## config.mk

```make
export PLATFORM = sky130hd
export DESIGN_NAME = interface_adapter_via
export DESIGN_NICKNAME = d
export VERILOG_FILES = /design/src/rtl/interface_adapter_via.sv
export SDC_FILE = /design/constraint.sdc
export NUM_CORES = 1
export LEC_CHECK = 0
export CAP_MARGIN = 20
export CELL_PAD_IN_SITES_DETAIL_PLACEMENT = 1
export CELL_PAD_IN_SITES_GLOBAL_PLACEMENT = 1
export CORE_ASPECT_RATIO = 1.25
export CORE_MARGIN = 2
export CORE_UTILIZATION = 47
export CTS_BUF_LIST = sky130_fd_sc_hd__clkbuf_2
export DETAILED_ROUTE_END_ITERATION = 10
export PLACE_DENSITY_LB_ADDON = 0.1
export SYNTH_ARGS = -nofsm -noshare
export SYNTH_HDL_FRONTEND = slang
export SYNTH_SLANG_ARGS = --single-unit
```

## constraint.sdc

```tcl
create_clock -name clk -period 6.7 [get_ports clk]
set_clock_uncertainty 0.15 [all_clocks]
set_input_delay 1.34 -clock clk [delete_from_list [all_inputs] [get_ports clk]]
set_output_delay 1.34 -clock clk [all_outputs]
set_load 0.01 [all_outputs]
```

## src/rtl/interface_adapter_via.sv

```systemverilog
// Port section of a 6522-style VIA: two 8-bit ports with per-bit direction registers.
// The bus has no R/W strobe, so any enabled access to 0x2-0x5 is treated as a store.
module interface_adapter_via (
   input  logic       clk,
   input  logic       reset,
   input  logic [7:0] port_a_in,
   output logic [7:0] port_a_out,
   input  logic [7:0] port_b_in,
   output logic [7:0] port_b_out,
   input  logic [7:0] data_in,
   output logic [7:0] data_out,
   input  logic [3:0] register_select,
   input  logic       chip_en
);

   localparam logic [3:0] REG_IRB  = 4'h0;
   localparam logic [3:0] REG_IRA  = 4'h1;
   localparam logic [3:0] REG_DDRB = 4'h2;
   localparam logic [3:0] REG_DDRA = 4'h3;
   localparam logic [3:0] REG_ORB  = 4'h4;
   localparam logic [3:0] REG_ORA  = 4'h5;

   logic [7:0] ddra, ddrb, ora, orb;
   logic [7:0] ddra_next, ddrb_next, ora_next, orb_next;
   logic [7:0] sync_a_meta, sync_a, sync_b_meta, sync_b;

   always_comb begin
      ddra_next = ddra;
      ddrb_next = ddrb;
      ora_next  = ora;
      orb_next  = orb;
      if (chip_en) begin
         case (register_select)
            REG_DDRB: ddrb_next = data_in;
            REG_DDRA: ddra_next = data_in;
            REG_ORB:  orb_next  = data_in;
            REG_ORA:  ora_next  = data_in;
            default: ;
         endcase
      end
   end

   // Pins are registered from the next-state values so they move on the write edge itself.
   always_ff @(posedge clk or posedge reset) begin
      if (reset) begin
         ddra        <= 8'h00;
         ddrb        <= 8'h00;
         ora         <= 8'h00;
         orb         <= 8'h00;
         sync_a_meta <= 8'h00;
         sync_a      <= 8'h00;
         sync_b_meta <= 8'h00;
         sync_b      <= 8'h00;
         port_a_out  <= 8'h00;
         port_b_out  <= 8'h00;
      end else begin
         ddra        <= ddra_next;
         ddrb        <= ddrb_next;
         ora         <= ora_next;
         orb         <= orb_next;
         sync_a_meta <= port_a_in;
         sync_a      <= sync_a_meta;
         sync_b_meta <= port_b_in;
         sync_b      <= sync_b_meta;
         port_a_out  <= ora_next & ddra_next;
         port_b_out  <= orb_next & ddrb_next;
      end
   end

   always_comb begin
      data_out = 8'h00;
      if (chip_en) begin
         case (register_select)
            REG_IRB:  data_out = (port_b_out & ddrb) | (sync_b & ~ddrb);
            REG_IRA:  data_out = (port_a_out & ddra) | (sync_a & ~ddra);
            REG_DDRB: data_out = ddrb;
            REG_DDRA: data_out = ddra;
            REG_ORB:  data_out = orb;
            REG_ORA:  data_out = ora;
            default:  data_out = 8'h00;
         endcase
      end
   end

endmodule

```

==> impl_metrics.json <==
{
  "die_width_um": 79.4,
  "seq_area_sq_um": 2000,
  "final_util": 0.583,
  "cts_tree": "built",
  "grt_pass1_wl_mm": 13.5,
  "h-tree-depth": 3,
  "rsz0062_at_grt": "false",
  "postRouteAntennaNets": 0,
  "dr.pass1.iters": 4,
  "yosysSeqAreaShare": 0.600,
  "cts-root-buf": "clkbuf_2",
  "path_cells": "clkdlybuf4s50_1 -> nor4b_4 -> a22oi_1 -> a21oi_1 -> clkdlybuf4s50_1",
  "grt_usage": 0.232,
  "layout_min_cycle_time_ns": 5.46,
  "power_leakage_nw": 1.79,
  "slowest_delay_ns": 0.90,
  "timing.final.crit_share": 0.815,
  "core_area_sq_um": 6930,
  "grt_max_degree": 49,
  "wl_mm": 8.39,
  "multi_input_area_sq_um": 1210,
  "avgSynthCellArea_sq_um": 11.9,
  "rows": 34,
  "cts_buffers": 9,
  "crit_path_start_kind": "primary input",
  "fmax_mhz": 183,
  "hold_buffers": 0,
  "gp_congestion": 0.805,
  "cpLargestDelayFamily": "buffers and inverters",
  "dr_total_vias": 2453,
  "numPortBuffers": 54,
  "synth_area_leaders": "dfrtp_1, a22oi_1, mux2_2",
  "dp_hpwl_mm": 5.46,
  "ys_ff_latch": 80,
  "grt.overflow.total": 0,
  "drive_above_1_share": 0.121,
  "final.setup.tns_ns": 0,
  "crit_type": "in -> out",
  "critical_path.endpoint_type": "primary output",
  "yosys_most_used_dff": "dfrtp_1",
  "path_common_cell": "clkdlybuf4s50_1",
  "synthArstFlopShare": 1.00,
  "p_total_w": 0.00105,
  "yosys.area.top_type_share": 0.600,
  "timing_hold_violations_final": 0,
  "cts-resized-gates": 0,
  "drt_iter0_markers": 173,
  "drc": 0,
  "critical_path_arrival_ns": 3.97,
  "grt_pass1_vias": 2676,
  "io-pin-count": 55,
  "routedWlPerCell_um": 19.6,
  "max_cap_violations": 0,
  "synth_area_leader_cell": "dfrtp_1",
  "clock-sinks": 80,
  "cp.required_ns": 5.21,
  "path_clk_slew_ns": 0.23,
  "final.fill_count": 723,
  "vias_per_cell": 5.73,
  "path_buf_inv": 2,
  "synth_area_sq_um": 3340,
  "yosysMostFrequentCell": "dfrtp_1",
  "cp_max_fo": 13,
  "p_per_area_nw_per_um2": 259,
  "slowest_stage": "clkdlybuf4s50_1",
  "antennaDiodeCount": 0,
  "post-cts-setup-buffer-count": 0,
  "hp-class": "reg -> reg",
  "synth_commonest_cells": "dfrtp_1, nand2_1, nand3_1",
  "die_h_um": 98.2,
  "status": "complete, no violations",
  "syn_nets": 312,
  "yosysWarningCount": 0,
  "maxSlewHeadroom": 0.482,
  "final_nets": 364,
  "synth_edf_count": 0,
  "insertion_delay_ns": 0.55,
  "dieArea_sq_um": 7790,
  "area_growth_syn_to_layout_pct": 21.1,
  "antenna_found_initial": 0,
  "initial_core_util": 0.481,
  "drv_slew": 0,
  "tightest_slew_ns": 0.776,
  "synthCells": 281,
  "synth_cell_types": 27,
  "finalSetupViolCount": 0,
  "ir_drop_uv": 160,
  "clk_path_buf_depth": 2
}
metal layers:
metal  wire, um  GRT usage
met2       4190      0.387
met5          0          0
met3        481     0.0453
met1       3540      0.289
met4        178      0.107
cells by family after synthesis:
family                 synth area share
muxes                             0.102
buffers and inverters            0.0375
DFF                               0.600
and+or+nand+nor                   0.126
AOI/OAI and AO/OA                 0.135
registers in the layout (all words and copies together), names as in the netlist:
signal       flops
sync_b           8
ora              8
sync_a           8
sync_a_meta      8
orb              8
ddra             8
port_b_out       8
ddrb             8
sync_b_meta      8
port_a_out       8
power breakdown:
group | internal [W] | switching (W) | total, W
combinational | 0.0000964 | 0.0000976 | 0.000194
clock | 0.0000909 | 0.000181 | 0.000272
sequential | 0.000543 | 0.0000373 | 0.000580
cell usage in the layout, fill, tap and decap left out, types with 2 or more instances in the layout:
cell type	count
o21ai_1	2
a22oi_1	24
dfrtp_1	80
clkbuf_2	9
or3b_1	2
mux2i_1	16
o22a_1	8
inv_6	2
buf_4	4
o21ai_0	30
nand2_1	33
mux2_2	16
a21oi_1	8
nand3b_1	2
nand3_1	32
clkdlybuf4s50_1	54
path summary, 6_finish.rpt:
| path | start | end | slack [ns] | cells after the start |
|---|---|---|---|---|
| worst max register to register | ddra[1]$_DFF_PP0_ | port_a_out[1]$_DFF_PP0_ | 5.62 | 2 |
| max in group asynchronous | reset | ora[1]$_DFF_PP0_ | 4.49 | 4 |
| worst min-delay path | sync_a_meta[7]$_DFF_PP0_ | sync_a[7]$_DFF_PP0_ | 0.23 | 0 |
| min in group asynchronous | reset | sync_b[5]$_DFF_PP0_ | 0.91 | 2 |
| worst min register to register | sync_a_meta[7]$_DFF_PP0_ | sync_a[7]$_DFF_PP0_ | 0.23 | 0 |
| worst max-delay path | register_select[0] | data_out[6] | 1.24 | 5 |
metrics by stage:
step / setup slack (ns) / std cells / hold slack (ns) / area [sq um]
after global placement: 1.32 / 411 / 0.184 / 3900
after detailed placement: 1.26 / 411 / 0.186 / 3900
after CTS: 1.24 / 427 / 0.233 / 4020
final: 1.24 / 428 / 0.232 / 4040
after floorplan: 2.83 / 281 / 0.181 / 3340
after global routing: 1.10 / 428 / 0.246 / 4040
worst register-to-register path, cell delays in order, from the launching register on:
cell and delay (ns):
dfrtp_1 0.44, o21ai_0 0.16, a22oi_1 0.26
area by class of cell:
class / instances / share of cell area
tap: 90 / 0.0279
clock inverter: 7 / 0.0195
multi-input combinational: 182 / 0.299
sequential: 80 / 0.495
inverter: 1 / 0.000929
timing repair buffer: 59 / 0.146
clock buffer: 9 / 0.0111
(Power assumes the default switching activity.)
